--- src/rtl/mem_copy_pkg.sv ---
// Shared definitions for the memory copy/fill engine and its memory model.
package mem_copy_pkg;

    localparam int MEM_ADDR_W = 8;
    localparam int MEM_DATA_W = 32;
    localparam int MEM_WORDS  = 256;

    localparam logic OP_COPY = 1'b0;
    localparam logic OP_FILL = 1'b1;

    typedef enum logic [2:0] {
        ST_IDLE  = 3'd0,
        ST_READ  = 3'd1,
        ST_WRITE = 3'd2,
        ST_FILL  = 3'd3,
        ST_DONE  = 3'd4
    } state_t;

endpackage

--- src/rtl/mem_copy_engine.sv ---
// Data-port initiator that copies or fills blocks of words in the unified memory.
// Outputs decode from registered state only, so there is no input-to-output path.
module mem_copy_engine
    import mem_copy_pkg::*;
#(
    parameter int ADDR_W = MEM_ADDR_W,
    parameter int DATA_W = MEM_DATA_W
) (
    input  logic              clk,
    input  logic              rst,
    input  logic              start,
    input  logic              op,
    input  logic [ADDR_W-1:0] src_addr,
    input  logic [ADDR_W-1:0] dst_addr,
    input  logic [ADDR_W:0]   count,
    input  logic [DATA_W-1:0] fill_value,
    output logic              busy,
    output logic              done,
    output logic              data_mem_write,
    output logic [ADDR_W-1:0] data_address,
    output logic [DATA_W-1:0] data_write_data,
    input  logic [DATA_W-1:0] data_read_data
);

    state_t            state_reg;
    logic [ADDR_W:0]   idx_reg;
    logic [ADDR_W:0]   count_reg;
    logic [ADDR_W-1:0] src_reg;
    logic [ADDR_W-1:0] dst_reg;
    logic [DATA_W-1:0] fill_reg;
    logic [DATA_W-1:0] hold_reg;

    logic [ADDR_W:0]   idx_inc;
    logic              last;
    logic [ADDR_W-1:0] src_sum;
    logic [ADDR_W-1:0] dst_sum;

    // Index is one bit wider than the address so a 256-word transfer terminates.
    assign idx_inc = idx_reg + {{ADDR_W{1'b0}}, 1'b1};
    assign last    = (idx_inc == count_reg);
    assign src_sum = src_reg + idx_reg[ADDR_W-1:0];
    assign dst_sum = dst_reg + idx_reg[ADDR_W-1:0];

    always_ff @(posedge clk or negedge rst) begin
        if (!rst) begin
            state_reg <= ST_IDLE;
            idx_reg   <= '0;
            count_reg <= '0;
            src_reg   <= '0;
            dst_reg   <= '0;
            fill_reg  <= '0;
            hold_reg  <= '0;
        end else begin
            case (state_reg)
                ST_IDLE: begin
                    if (start) begin
                        src_reg   <= src_addr;
                        dst_reg   <= dst_addr;
                        count_reg <= count;
                        fill_reg  <= fill_value;
                        idx_reg   <= '0;
                        if (count == '0)
                            state_reg <= ST_DONE;
                        else if (op == OP_FILL)
                            state_reg <= ST_FILL;
                        else
                            state_reg <= ST_READ;
                    end
                end
                ST_READ: begin
                    hold_reg  <= data_read_data;
                    state_reg <= ST_WRITE;
                end
                ST_WRITE: begin
                    idx_reg   <= idx_inc;
                    state_reg <= last ? ST_DONE : ST_READ;
                end
                ST_FILL: begin
                    idx_reg <= idx_inc;
                    if (last)
                        state_reg <= ST_DONE;
                end
                ST_DONE: state_reg <= ST_IDLE;
                default: state_reg <= ST_IDLE;
            endcase
        end
    end

    always_comb begin
        busy            = 1'b0;
        done            = 1'b0;
        data_mem_write  = 1'b0;
        data_address    = '0;
        data_write_data = '0;
        case (state_reg)
            ST_READ: begin
                busy         = 1'b1;
                data_address = src_sum;
            end
            ST_WRITE: begin
                busy            = 1'b1;
                data_mem_write  = 1'b1;
                data_address    = dst_sum;
                data_write_data = hold_reg;
            end
            ST_FILL: begin
                busy            = 1'b1;
                data_mem_write  = 1'b1;
                data_address    = dst_sum;
                data_write_data = fill_reg;
            end
            ST_DONE: done = 1'b1;
            default: ;
        endcase
    end

endmodule

--- config.mk ---
export PLATFORM = sky130hd
export DESIGN_NAME = mem_copy_engine
export DESIGN_NICKNAME = d
export VERILOG_FILES = /design/src/rtl/mem_copy_pkg.sv /design/src/rtl/mem_copy_engine.sv
export SDC_FILE = /design/constraint.sdc
export NUM_CORES = 1
export LEC_CHECK = 0
export BUFFER_PORTS_ARGS = -buffer_cell sky130_fd_sc_hd__buf_2
export CAP_MARGIN = 30
export CORE_MARGIN = 1.5
export CORE_UTILIZATION = 57
export CTS_CLUSTER_SIZE = 25
export DETAILED_ROUTE_END_ITERATION = 10
export HOLD_SLACK_MARGIN = 0.06
export PLACE_DENSITY = 0.94
export RECOVER_POWER = 25
export SYNTH_ARGS = -nofsm -noshare
export SYNTH_HDL_FRONTEND = slang
export SYNTH_SLANG_ARGS = --single-unit
--- constraint.sdc ---
create_clock -name clk -period 3.93 [get_ports clk]
set_clock_uncertainty 0.2 [all_clocks]
set_input_delay 0 -clock clk [delete_from_list [all_inputs] [get_ports clk]]
set_output_delay 0 -clock clk [all_outputs]
set_load 0.01 [all_outputs]
==> reports/metrics.cfg, run 1 <==
[run_status]
status=finished, violations left
violations=capacitance limit, slew limit

[layout]
area_growth_pct=37.10
post-route-util_pct=80.05
n_fill_cell=488
layout_commonest_cell=buf_2
drive_above_1_share_pct=38.91
layout_common_cells=134 x buf_2, 100 x dfrtp_1, 92 x dlygate4sd3_1
stdcell_area_mm2=0.006913
antenna-diode-count=0
nets=755

[cts]
cts.sinks=101
tritoncts=built
cts_root_buffer=clkbuf_8
path_clk_slew_ns=0.11
h-tree-depth=3
cts-buffers-inserted=9
cts_buffer_depth=2
cts_setup_buffers=0
clk_latency_ns=0.37
cts_resized=0

[route]
vias_per_cell=5.525
via_count=4232
wl_per_cell_um=17.68
ant_nets=0
initialDrtViolationCount=200
drc=0
wirelength_um=13540
first_pass_iters=4

[floorplan]
die_x_um=97.06
initial_utilization_pct=58.39
fp.dieArea_mm2=0.009420
io_pins=136
fp.coreArea_mm2=0.008636
die_h_um=97.06
rows=34

[critical_path]
start_kind=register
crit_path_max_fanout=17
setup.worst_path.start=state_reg[2]
crit_required_ns=3.73
cp.arrival_ns=3.26
rr_startpoint=idx_reg[0]
end_kind=output port
critPathKind=register to output port

[timing]
slew_headroom_pct=-15.96
hold_ws_ns=0.1854
final.setup.tns_ns=0
rsz0062_at_grt=no
period_share_pct=88.02
max_freq_mhz=289.1
finalCriticalPeriod_ns=3.459
maxSlewViolCount=71
hold_viol=0
worstMarginPinSlew_ns=1.739
finalSetupViolations=0

[power_and_ir_drop]
power_mw=4.998
ir_drop_v=0.0004388
p_leak_nw=3.329
power.density_mw_per_mm2=723.0

[global_route]
grt_pass1_vias=4603
grt_max_degree=71
antenna_found_initial=0
overflow=0
grt.total_usage_pct=28.97
grt_pass1_wl_um=21740

[placed_design]
hpwl_um=8141
place_congestion=0.8547
placed_area_mm2=0.005793
port_buffers=135

[synth]
synth_seq_cells=101
ys_seq_area_share_pct=50.12
ys_types=41
syn-cell-area_mm2=0.005042
synth_cells=432
async_flop_share_pct=100.0
syn_avg_cell_area_um2=11.67
synth_nets=534
ys.flop_type=dfrtp_1
synth_warnings=0
synth-edff-count=0

[flow_run]
maxCapViolCount=1

[hold_path]
hold_path.class=primary input to register
min_from=fill_value[23]

timing repair:
action	CTS	global route
hold endpoints to repair	161	0
setup endpoints to repair	0	0
hold buffers	92	0
cell usage after synthesis (4+ instances only):
cell type / n / area share [%]
nand2_1: 31 / 2.3
buf_2: 4 / 0.40
xor2_1: 8 / 1.4
ha_1: 8 / 2.0
clkbuf_1: 13 / 0.97
nor3_1: 10 / 0.99
nand3_1: 5 / 0.50
dfrtp_1: 101 / 50
inv_1: 9 / 0.67
o41ai_1: 4 / 0.69
mux2i_1: 33 / 6.6
nor2_1: 52 / 3.9
xnor2_1: 10 / 1.7
mux2_2: 89 / 20
o31ai_1: 4 / 0.60
o21ai_0: 12 / 1.2
buf_6: 4 / 0.89
where the power goes:
group / total, mW / internal (mW) / switching, mW
registers: 1.88 / 1.53 / 0.351
logic: 2.45 / 1.23 / 1.23
clock network: 0.662 / 0.267 / 0.396
worst max-delay path: stages, from the launching register on:
cell and delay [ns]:
dfrtp_1 0.43, inv_1 0.13, nand2_2 0.10, clkinv_1 0.38
nand2_1 0.19, nand2_1 0.07, ha_1 0.20, inv_1 0.08
fa_1 0.18, nor2b_1 0.06, o21ai_0 0.20, a21oi_1 0.13
o21a_1 0.21, o21a_1 0.17, nor3_1 0.20, buf_2 0.17
logic make-up after synthesis:
logic type      synth area share, %
compound gates                4.442
buf+inv                       3.226
fa+ha+maj                     2.382
simple gates                  10.27
xor+xnor                      3.127
flops                         50.12
mux                           26.43
per-layer routing:
metal	up-vias	wire (um)	track usage, %
met3	39	733	6.619
met2	174	7215	52.39
met4	0	364	12.04
met1	2078	5226	32.82
li1	1941	-	-
met5	-	0	0
layout make-up:
type	count	area (um2)	share of cell area (%)
sequential	101	2529	36.58
multi-input combinational	297	2361	34.15
timing repair buffer	234	1649	23.86
clock buffer	10	137.6	1.991
tap	108	135.1	1.955
clock inverter	6	63.81	0.9231
inverter	10	37.54	0.5430
path summary, 6_finish.rpt:
check / end / slack [ns] / cells past startpoint
setup / recovery: data_address[6] / 0.47 / 15
hold / removal: fill_reg[23] / 0.19 / 3
setup reg to reg: state_reg[1] / 1.37 / 6
hold reg to reg: hold_reg[24] / 0.32 / 1
max in group asynchronous: fill_reg[3] / 1.84 / 3
min in group asynchronous: count_reg[2] / 0.42 / 2
per-stage QoR:
stage                     worst slack, ns  instances
after floorplan                     1.063        432
after global placement              1.090        658
after detailed placement           0.9613        658
after CTS                          0.5166        766
after global routing               0.2200        766
final                              0.4709        766
Power figures use the tool's default switching activity.
==> run 2, diff against run 1 <==
CELL_PAD_IN_SITES_DETAIL_PLACEMENT = 0   (was not set)
CELL_PAD_IN_SITES_GLOBAL_PLACEMENT = 1   (was not set)
CORE_UTILIZATION = 44   (was 57)
PLACE_DENSITY = 0.93   (was 0.94)
==> reports/metrics.cfg, run 2 (synthesis gave the netlist of run 1 again) <==
[floorplan]
initial_utilization_pct=45.91  ; -12 points
io_pins=136  ; unchanged
rows=38  ; +12%
die_h_um=110.1  ; +13%
fp.coreArea_mm2=0.01098  ; +27%
fp.dieArea_mm2=0.01211  ; +29%
die_x_um=110.1  ; +13%

[timing]
rsz0062_at_grt=no
finalCriticalPeriod_ns=3.460  ; +0.001222 ns
period_share_pct=88.05  ; about the same
finalSetupViolations=0  ; unchanged
max_freq_mhz=289.0  ; about the same
final.setup.tns_ns=0  ; unchanged
fin_ws_ns=0.4696  ; -0.001222 ns
worstMarginPinSlew_ns=1.540  ; -0.1995 ns
slew_headroom_pct=-2.656  ; +13 points
maxSlewViolCount=62  ; -13%
hold_viol=0  ; unchanged

[layout]
nets=754  ; -0.13%
area_growth_pct=39.58
drive_above_1_share_pct=38.81  ; -0.093 points
n_fill_cell=831  ; +70%
stdcell_area_mm2=0.007038  ; +1.8%
layout_commonest_cell=buf_2
layout_common_cells=134 x buf_2, 100 x dfrtp_1, 92 x dlygate4sd3_1
antenna-diode-count=0  ; unchanged

[critical_path]
crit_path_top_delay_cell=dfrtp_1
crit_required_ns=3.73  ; about the same
critPathKind=register to output port
crit_chain=inv_1, nand2_2, clkinv_1, nand2_1, nand2_1, ha_1, a21o_1, a21oi_1, o22ai_1, o41ai_1, xnor2_1, nor2_1, buf_2
cp_num_buf_inv=3  ; -1
cp_top_family=compound AO/OA/AOI/OAI gates
cp.arrival_ns=3.26  ; about the same
start_kind=register
crit_path_max_incr_delay_ns=0.43  ; about the same
crit_path_max_fanout=19  ; +2
end_kind=output port
cpMostUsedCell=nand2_1

[cts]
clk_latency_ns=0.35  ; -0.02 ns
cts_root_buffer=clkbuf_16
path_clk_slew_ns=0.08  ; -0.03 ns
h-tree-depth=3  ; unchanged
cts_buffer_depth=2  ; unchanged
cts-buffers-inserted=9  ; unchanged
cts.sinks=101  ; unchanged
tritoncts=built

[route]
ant_nets=0  ; unchanged
wl_per_cell_um=16.43  ; -7.0%
via_count=4100  ; -3.1%
wirelength_um=13100  ; -3.3%
first_pass_iters=4  ; unchanged
initialDrtViolationCount=120  ; -40%
drc=0  ; unchanged
vias_per_cell=5.144  ; -6.9%

[run_status]
status=finished, violations left
violations=capacitance limit, slew limit

[global_route]
grt_pass1_wl_um=20830  ; -4.2%
grt_max_degree=62  ; -13%
grt.total_usage_pct=22.62  ; -6.4 points
grt_pass1_vias=4397  ; -4.5%
overflow=0  ; unchanged
antenna_found_initial=0  ; unchanged

[placed_design]
hpwl_um=8104  ; -0.45%
placed_area_mm2=0.005826  ; +0.56%
port_buffers=135  ; unchanged
place_ws_ns=0.8932  ; -0.06808 ns
place_congestion=0.8039  ; -5.9%

[hold_path]
hold_path.class=primary input to register

[power_and_ir_drop]
p_leak_nw=3.364  ; +1.0%
power.density_mw_per_mm2=733.6  ; +1.5%
ir_drop_v=0.0006173  ; +41%

[flow_run]
maxCapViolCount=1  ; unchanged

## run 2: cell count changes in the layout (fill, tap and decap cells not counted), sizes merged
cell and delta:
inv -2, clkinv +3, buf -2
## run 2: final timing paths
kind	start	endpoint	slack, ns	cells after the start
max	state_reg[2]	data_address[7]	0.47	13
min	fill_value[0]	fill_reg[0]	0.22	3
max reg2reg	idx_reg[0]	state_reg[1]	1.40	6
min reg2reg	hold_reg[28]	hold_reg[28]	0.31	1
max in group asynchronous	rst	fill_reg[22]	1.42	3
min in group asynchronous	rst	count_reg[4]	0.35	2
## run 2: repair_timing
item,4_1_cts,5_1_grt
gates resized for setup,0,0
hold endpoints to repair,152,0
buffers inserted,0,0
endpoints found under the setup margin,0,0
hold buffers,92,0
## run 2: worst register-to-register path, cell delays in order (launching register included)
cell	delay [ns]
dfrtp_1	0.51
ha_1	0.39
or4_1	0.57
a211oi_1	0.24
a311o_2	0.15
nand4_2	0.11
a31o_1	0.26
## run 2: final cells by class
type	count	area [um2]	area share (%)
Inverter	10	37.54	0.5333
Multi-Input combinational cell	297	2361	33.55
Clock buffer	9	225.2	3.200
Clock inverter	7	71.32	1.013
Timing Repair Buffer	233	1639	23.29
Tap cell	140	175.2	2.489
Sequential cell	101	2529	35.93
## run 2: where the power goes
group | internal [mW] | switching [mW]
combinational | 1.22 | 1.20
sequential | 1.53 | 0.339
clock | 0.445 | 0.427
total | 3.20 | 1.96
## run 2: through the flow
stage | instances | utilization (%) | power [mW] | hold slack (ns)
after global placement | 689 | 53.04 | 4.111 | -0.07221
after floorplan | 432 | - | 3.434 | -0.4956
final | 797 | 64.08 | 5.163 | 0.2163
after detailed placement | 689 | 53.04 | 4.204 | -0.06092
after CTS | 797 | 64.13 | 5.162 | 0.1121
after global routing | 797 | 64.08 | 5.520 | 0.2219
## run 2: routing by layer
layer	track usage, %	routed length [um]	vias up
li1	-	-	1943
met1	24.74	5120	2007
met2	42.55	7067	125
met5	0	0	-
met3	5.232	654	25
met4	7.885	252	0
==> run 3, diff against run 2 <==
--- a/config.mk
+++ b/config.mk
@@ -20,2 +20,3 @@
 export SYNTH_HDL_FRONTEND = slang
 export SYNTH_SLANG_ARGS = --single-unit
+export TNS_END_PERCENT = 50
--- a/constraint.sdc
+++ b/constraint.sdc
@@ -3,3 +3,3 @@
 set_input_delay 0 -clock clk [delete_from_list [all_inputs] [get_ports clk]]
 set_output_delay 0 -clock clk [all_outputs]
-set_load 0.01 [all_outputs]
+set_load 0.1 [all_outputs]
==> reports/metrics.cfg, run 3 (synthesis gave the netlist of run 1 again) <==
[run_status]
status=finished, violations left
violations=capacitance limit, slew limit

[cts]
tritoncts=built
cts.sinks=101  ; unchanged
path_clk_slew_ns=0.07  ; about the same
cts_resized=0  ; unchanged
h-tree-depth=3  ; unchanged
clk_latency_ns=0.35  ; about the same
cts_setup_buffers=0  ; unchanged
cts-buffers-inserted=9  ; unchanged
cts_root_buffer=clkbuf_16
cts_buffer_depth=2  ; unchanged
postCtsHoldBufs=92  ; unchanged

[layout]
final_cells=800  ; +0.38%
nets=756  ; +0.27%
area_growth_pct=42.03
layout_commonest_cell=buf_2
layout_common_cells=129 x buf_2, 100 x dfrtp_1, 92 x dlygate4sd3_1
drive_above_1_share_pct=39.61  ; +0.79 points
stdcell_area_mm2=0.007162  ; +1.8%

[critical_path]
rrSetupSlack_ns=1.50  ; +0.10 ns
start_kind=register
crit_chain=inv_1, nand2_2, buf_4, nand2_1, nand2_1, ha_1, inv_1, fa_1, nor2b_1, o21ai_0, a21oi_1, o21a_1, o21a_1, nor3_4, buf_12
rr_startpoint=idx_reg[0]
end_kind=output port
crit_path_max_fanout=22  ; +3
crit_path_top_delay_cell=dfrtp_1
cp.arrival_ns=3.28  ; +0.02 ns
crit_required_ns=3.73  ; about the same
r2r-end=state_reg[1]
r2r_cells=6  ; unchanged
critPathKind=register to output port
crit_path_max_incr_delay_ns=0.41  ; -0.02 ns

[floorplan]
io_pins=136  ; unchanged
fp.dieArea_mm2=0.01211  ; unchanged
die_x_um=110.1  ; unchanged
rows=38  ; unchanged
fp.coreArea_mm2=0.01098  ; unchanged
initial_utilization_pct=45.91  ; unchanged
die_h_um=110.1  ; unchanged

[timing]
maxSlewViolCount=69  ; +11%
max_freq_mhz=287.7  ; -0.44%
slew_headroom_pct=-14.70  ; -12 points
finalSetupViolations=0  ; unchanged
finalCriticalPeriod_ns=3.476  ; +0.01543 ns
worstMarginPinSlew_ns=1.721  ; +0.1807 ns
final.setup.tns_ns=0  ; unchanged
hold_viol=0  ; unchanged
period_share_pct=88.44  ; +0.39 points
rsz0062_at_grt=no

[route]
initialDrtViolationCount=139  ; +16%
ant_nets=0  ; unchanged
vias_per_cell=5.119  ; -0.50%
first_pass_iters=4  ; unchanged
via_count=4095  ; -0.12%
wirelength_um=13190  ; +0.72%
wl_per_cell_um=16.49  ; +0.34%
drc=0  ; unchanged

[placed_design]
port_buffers=135  ; unchanged
placed_area_mm2=0.005946  ; +2.1%
hpwl_um=8549  ; +5.5%
dpl.cell_count=691  ; +0.29%
place_congestion=0.8203  ; +2.0%

[flow_run]
maxCapViolCount=1  ; unchanged

[global_route]
grt_max_degree=69  ; +11%
grt.total_usage_pct=23.29  ; +0.68 points
grt_pass1_vias=4441  ; +1.0%
overflow=0  ; unchanged
antenna_found_initial=0  ; unchanged
grt_pass1_wl_um=21530  ; +3.4%

[hold_path]
min_from=data_read_data[10]
holdPathEnd=hold_reg[10]
whs_path_depth=3  ; unchanged
hold_path.class=primary input to register

run 3: cell types whose count changed in the layout (fill, tap and decap cells not counted), sizes merged:
cell / previous run / this run
diode: 0 / 1
buf: 139 / 142
clkinv: 5 / 4
clkinvlp: 1 / 0
clkbuf: 11 / 12
run 3: how the worst max path moves through the flow:
stage,from,to,slack (ns),cells past startpoint
finish,state_reg[2],data_address[6],0.45,15
global route,state_reg[2],data_address[6],0.18,15
CTS,state_reg[2],data_address[6],0.45,15
detailed placement,state_reg[2],data_address[6],0.86,15
global placement,state_reg[2],data_address[6],0.98,15
floorplan,state_reg[1],data_address[5],0.13,13
run 3: layout make-up:
type	instances	area, um2
Timing Repair Buffer	235	1732
Clock inverter	5	42.54
Multi-Input combinational cell	297	2391
Tap cell	140	175.2
Inverter	10	37.54
Fill cell	848	3821
Clock buffer	11	252.7
Antenna cell	1	2.502
Sequential cell	101	2529
run 3: per-stage QoR:
stage | setup slack (ns) | hold slack (ns) | util (%)
floorplan | 0.1264 | -0.4956 | -
global placement | 0.9766 | -0.02454 | 54.14
detailed placement | 0.8570 | -0.01553 | 54.14
CTS | 0.4477 | 0.1574 | 65.21
global route | 0.1791 | 0.2055 | 65.19
finish | 0.4542 | 0.2111 | 65.21
run 3: critical path: cells and delay by family (launching register included):
family | cells | cell delay, ns
buffers and inverters | 4 | 0.66
DFF | 1 | 0.41
and+or+nand+nor | 5 | 0.50
AOI/OAI and AO/OA | 4 | 0.82
adders and majority gates | 2 | 0.53
run 3: routing by layer:
layer / vias up / routed length, um / GRT usage [%]
li1: 1955 / - / -
met1: 2027 / 5393 / 26.67
met2: 105 / 6973 / 42.19
met3: 8 / 744 / 7.407
met4: 0 / 78 / 5.473
met5: - / 0 / 0
Power of run 3 is left out: the tool's default activity adds up to more than one toggle a clock period on the data nets, which glitch-free logic cannot reach.
